File: config.mk
export PLATFORM = sky130hd
export DESIGN_NAME = prod_accum
export DESIGN_NICKNAME = d
export VERILOG_FILES = /design/src/rtl/mult_pkg.sv /design/src/rtl/sat_adder.sv /design/src/rtl/prod_accum.sv
export SDC_FILE = /design/constraint.sdc
export NUM_CORES = 1
export LEC_CHECK = 0
export ABC_AREA = 1
export BUFFER_PORTS_ARGS = -buffer_cell sky130_fd_sc_hd__buf_4
export CORE_MARGIN = 1
export CORE_UTILIZATION = 42
export CTS_CLUSTER_SIZE = 28
export DETAILED_ROUTE_END_ITERATION = 6
export HOLD_SLACK_MARGIN = 0.08
export PLACE_DENSITY = 0.73
export SYNTH_ARGS = -nofsm -noshare
export SYNTH_HDL_FRONTEND = slang
export SYNTH_HIERARCHICAL = 1
export SYNTH_SLANG_ARGS = --single-unit
File: constraint.sdc
create_clock -name clk -period 1.96 [get_ports clk]
set_input_delay 0.49 -clock clk [delete_from_list [all_inputs] [get_ports clk]]
set_output_delay 0.49 -clock clk [all_outputs]
set_load 0.005 [all_outputs]
File: src/rtl/mult_pkg.sv
// rtl/mult_pkg.sv - shared multiplier/accumulator constants, state type and saturating add
package mult_pkg;

    localparam int DATA_W = 8;

    typedef enum logic {
        ACCUM = 1'b0,
        HOLD  = 1'b1
    } acc_state_t;

    // Operands in 32-bit containers; result is {overflow, clamped sum}. acc_w must be below 32.
    function automatic logic [32:0] sat_add(input logic [31:0] acc, input logic [31:0] prod,
                                            input int unsigned acc_w);
        logic [32:0] full;
        logic [32:0] lim;
        full = {1'b0, acc} + {1'b0, prod};
        lim  = (33'd1 << acc_w) - 33'd1;
        if (full > lim) begin
            return {1'b1, lim[31:0]};
        end
        return {1'b0, full[31:0]};
    endfunction

endpackage

File: src/rtl/sat_adder.sv
// rtl/sat_adder.sv - combinational unsigned add of a product into an accumulator, clamped to all-ones
module sat_adder
    import mult_pkg::*;
#(
    parameter int DATA_W = mult_pkg::DATA_W,
    parameter int ACC_W  = 16
) (
    input  logic [ACC_W-1:0]  acc,
    input  logic [DATA_W-1:0] prod,
    output logic [ACC_W-1:0]  sum,
    output logic              ovf
);

    logic [32:0] r;
    logic        unused_hi;

    assign r         = sat_add(32'(acc), 32'(prod), ACC_W);
    assign sum       = r[ACC_W-1:0];
    assign ovf       = r[32];
    assign unused_hi = ^r[31:ACC_W];

endmodule

File: src/rtl/prod_accum.sv
// rtl/prod_accum.sv - groups LEN accepted products into a saturating sum with a held valid/ready result
module prod_accum
    import mult_pkg::*;
#(
    parameter int DATA_W = mult_pkg::DATA_W,
    parameter int ACC_W  = 16,
    parameter int LEN    = 4,
    localparam int CNT_W = $clog2(LEN + 1)
) (
    input  logic              clk,
    input  logic              rst_n,
    input  logic              clear,
    input  logic              in_valid,
    output logic              in_ready,
    input  logic [DATA_W-1:0] prod,
    output logic              out_valid,
    input  logic              out_ready,
    output logic [ACC_W-1:0]  sum,
    output logic              sum_sat,
    output logic [CNT_W-1:0]  cnt
);

    localparam logic [CNT_W-1:0] LAST = CNT_W'(LEN - 1);

    acc_state_t       state, state_next;
    logic [ACC_W-1:0] acc, acc_next, add_sum, sum_next;
    logic             flag, flag_next, add_ovf, sat_next, ov_next;
    logic [CNT_W-1:0] cnt_next;

    assign in_ready = (state == ACCUM) || out_ready;

    sat_adder #(.DATA_W(DATA_W), .ACC_W(ACC_W)) u_add (
        .acc  (acc),
        .prod (prod),
        .sum  (add_sum),
        .ovf  (add_ovf)
    );

    // acc is always zero in HOLD, so add_sum there is simply the new product.
    always_comb begin
        state_next = state;
        acc_next   = acc;
        flag_next  = flag;
        cnt_next   = cnt;
        sum_next   = sum;
        sat_next   = sum_sat;
        ov_next    = out_valid;
        if (clear) begin
            state_next = ACCUM;
            acc_next   = '0;
            flag_next  = 1'b0;
            cnt_next   = '0;
            ov_next    = 1'b0;
        end else begin
            case (state)
                ACCUM: begin
                    if (in_valid) begin
                        if (cnt == LAST) begin
                            sum_next   = add_sum;
                            sat_next   = flag | add_ovf;
                            ov_next    = 1'b1;
                            state_next = HOLD;
                            acc_next   = '0;
                            flag_next  = 1'b0;
                            cnt_next   = '0;
                        end else begin
                            acc_next  = add_sum;
                            flag_next = flag | add_ovf;
                            cnt_next  = cnt + CNT_W'(1);
                        end
                    end
                end
                HOLD: begin
                    if (out_ready) begin
                        if (!in_valid) begin
                            ov_next    = 1'b0;
                            state_next = ACCUM;
                        end else if (LEN == 1) begin
                            sum_next = add_sum;
                            sat_next = 1'b0;
                        end else begin
                            ov_next    = 1'b0;
                            state_next = ACCUM;
                            acc_next   = add_sum;
                            cnt_next   = CNT_W'(1);
                        end
                    end
                end
                default: state_next = ACCUM;
            endcase
        end
    end

    always_ff @(posedge clk or negedge rst_n) begin
        if (!rst_n) begin
            state     <= ACCUM;
            acc       <= '0;
            flag      <= 1'b0;
            cnt       <= '0;
            sum       <= '0;
            sum_sat   <= 1'b0;
            out_valid <= 1'b0;
        end else begin
            state     <= state_next;
            acc       <= acc_next;
            flag      <= flag_next;
            cnt       <= cnt_next;
            sum       <= sum_next;
            sum_sat   <= sat_next;
            out_valid <= ov_next;
        end
    end

endmodule
==> results.yml <==
status:
  outcome: "finished, final reports clean"
global_route:
  grt.overflow.total: 0
  antenna_found_initial: 0
  grt_max_degree: 40
  grt_pass1_vias: 2141
  grt_pass1_wl_um: 9650
  grt.total_usage_pct: 19.6
critical_path:
  critPathLaunchType: "flip-flop"
  cp-end-kind: "flip-flop"
  crit_fanout: 3
  crit_arrival_ns: 2.08
  critPathKind: "flip-flop to flip-flop"
  worstReg2RegStart: "acc[0]$_DFFE_PN0P_"
  r2r_end: "acc[6]$_DFFE_PN0P_"
  reg2reg_setup_slack_ns: 0.05
  r2r_cells: 12
  worst_ep_required_time_ns: 2.13
  crit_start: "acc[0]$_DFFE_PN0P_"
synth:
  yosysWarnings: 6
  ys_seq_elements: 39
  syn_area_per_cell_um2: 7.44
  syn_nets: 370
  yosys.area.top_type: "dfrtp_1"
  synth_cell_types: 26
  syn-cell-area_um2: 2580
  synthTopCellsByArea: "dfrtp_1, nand2_1, inv_1, o21ai_2, ha_1"
  netlist_instances: 347
  yosysSeqAreaShare_pct: 37.8
  synth_top_area_share_pct: 37.8
placed_design:
  gp_congestion: 0.946
  pre_cts_ws_ns: -0.292
  place_inst: 462
  portBuffers: 34
  hpwlAfterDp_um: 4110
timing:
  fmax_mhz: 522
  slew_headroom_pct: 66.5
  layout_setup_ws_ns: 0.0455
  grt_setup_unrepaired: "true"
  post-route-period-util_pct: 97.7
  clock_skew_ns: 0.00651
  setup_viol_count_final: 0
  min_period_ns: 1.91
  hold_viol: 0
  hold_ws_ns: 0.159
  slew_violations: 0
  worst_pin_slew_ns: 0.503
  setup_tns_ns: 0
clock_tree:
  clockRootBuffer: "clkbuf_8"
  cts_buffer_depth: 2
  cts-htree-levels: 2
  cts_tree: "done"
  cts_hold_buffers: 0
  clock_latency_ns: 0.29
  clk_pin_slew_worst_paths_ns: 0.08
  cts_made_buffers: 5
  cts_sinks: 39
route:
  drt_iter0_markers: 120
  drtAntennaViolNets: 0
  wl_um: 5780
  vias: 2290
  drc: 0
  drtPass1Iterations: 4
  via_per_inst: 4.86
  wl_per_cell_um: 12.3
floorplan:
  io_pins: 35
  die_y_um: 80.4
  die_w_um: 80.4
  die_area_um2: 6460
  rows: 28
  core_area_um2: 5920
  initial_core_util_pct: 43.6
final_layout:
  drive_gt1_share_pct: 30.3
  final_cell_count_no_fill: 471
  num_antenna_cells: 0
  n_fill_cell: 569
  nets: 418
  syn2layout_area_growth_pct: 22.7
power_and_ir_drop:
  powerDensity_nw_per_um2: 759
  p_total_w: 0.00240
  power_leakage_nw: 1.71
  ir_worst_vdd_mv: 0.412
job:
  max-cap-violations: 0
worst_hold_path:
  hold_path.class: "input pin to asynchronous set/reset pin"
==> per-stage QoR <==
step / utilization [%] / cell area, µm²
2_1_floorplan: - / 2580
3_3_place_gp: 49.9 / 2960
3_5_place_dp: 49.9 / 2960
4_1_cts: 52.2 / 3090
5_1_grt: 53.5 / 3170
6_report: 53.5 / 3170
==> power breakdown <==
group / internal [W] / switching, W
Sequential: 0.000897 / 0.0000618
Clock: 0.000412 / 0.000290
Combinational: 0.000352 / 0.000390
==> registers in the layout, summed over array words and instances, names as in the netlist <==
name / cells
sum_sat: 1
sum: 16
out_valid: 1
state: 1
flag: 1
cnt: 3
acc: 16
==> metal layers <==
metal	track usage [%]	vias up	wire length (µm)
li1	-	1169	-
met1	24.1	1058	2700
met2	33.6	52	2760
met3	4.09	11	204
met4	7.32	0	109
met5	0	-	0
==> cells in the final DEF (no fill, tap or decap) <==
cell type  instances
nand2_1          117
inv_1             55
buf_4             49
dfrtp_1           39
o21ai_2           21
nand3_1           14
nor2_1            13
nand2_2           13
nand3_2           11
o21ai_1           10
o21ai_0            7
ha_1               7
clkbuf_8           6
inv_2              5
xnor2_1            4
a21oi_1            3
nor2_4             2
nand2_4            2
nor2_2             2
and2_1             2
nand3b_1           2
nand3_4            1
nand4_1            1
o22ai_1            1
bufinv_16          1
clkinv_2           1
nand2_8            1
nor3_1             1
nor3_2             1
xnor2_2            1
fa_2               1
ha_4               1
ha_2               1
==> Yosys cell counts (all sizes together) <==
cell type	count
a21oi	3
inv	60
dfrtp	39
nand3b	2
xnor2	5
o22ai	1
nand4	1
nand3	26
buf	8
ha	9
nor2	17
and2	2
nor3	2
nand2	133
o21ai	38
fa	1
==> final cells by class <==
type | count | area (µm²) | area share, %
multi-input combinational | 240 | 1390 | 43.8
clock buffer | 6 | 82.6 | 2.61
timing repair buffer | 49 | 368 | 11.6
tap | 75 | 93.8 | 2.96
sequential | 39 | 976 | 30.8
inverter | 60 | 225 | 7.11
clock inverter | 2 | 35.0 | 1.11
==> repair_timing <==
item	4_1_cts	5_1_grt
resized for setup	4	18
hold endpoints to repair	0	0
setup endpoints to repair	17	34
pin swaps	1	5
setup buffers	0	1
==> cell families after synthesis <==
group           Yosys count  share of synthesized area (%)
simple gates            183                           32.4
buf+inv                  68                           11.9
compound gates           42                           11.0
flops                    39                           37.8
fa+ha+maj                10                           5.14
xor+xnor                  5                           1.70
==> worst max path at each step <==
stage | endpoint | slack, ns | depth (start not counted)
global route | acc[10]$_DFFE_PN0P_ | -0.06 | 13
finish | acc[6]$_DFFE_PN0P_ | 0.05 | 12
global placement | acc[2]$_DFFE_PN0P_ | -0.19 | 13
CTS | acc[10]$_DFFE_PN0P_ | 0.0005 | 13
floorplan | acc[1]$_DFFE_PN0P_ | 0.008 | 13
detailed placement | acc[2]$_DFFE_PN0P_ | -0.29 | 13
==> critical path, cell delays in order, from the launching register on <==
cell and delay, ns:
dfrtp_1 0.36, ha_2 0.20, inv_2 0.05, fa_2 0.34, inv_2 0.06, buf_4 0.10, nand2_1 0.06, nand3b_1 0.16
buf_4 0.15, xnor2_2 0.10, nand2_2 0.07, nand2_1 0.07, o21ai_1 0.06
Note: power is estimated with default switching activity, not from simulation.
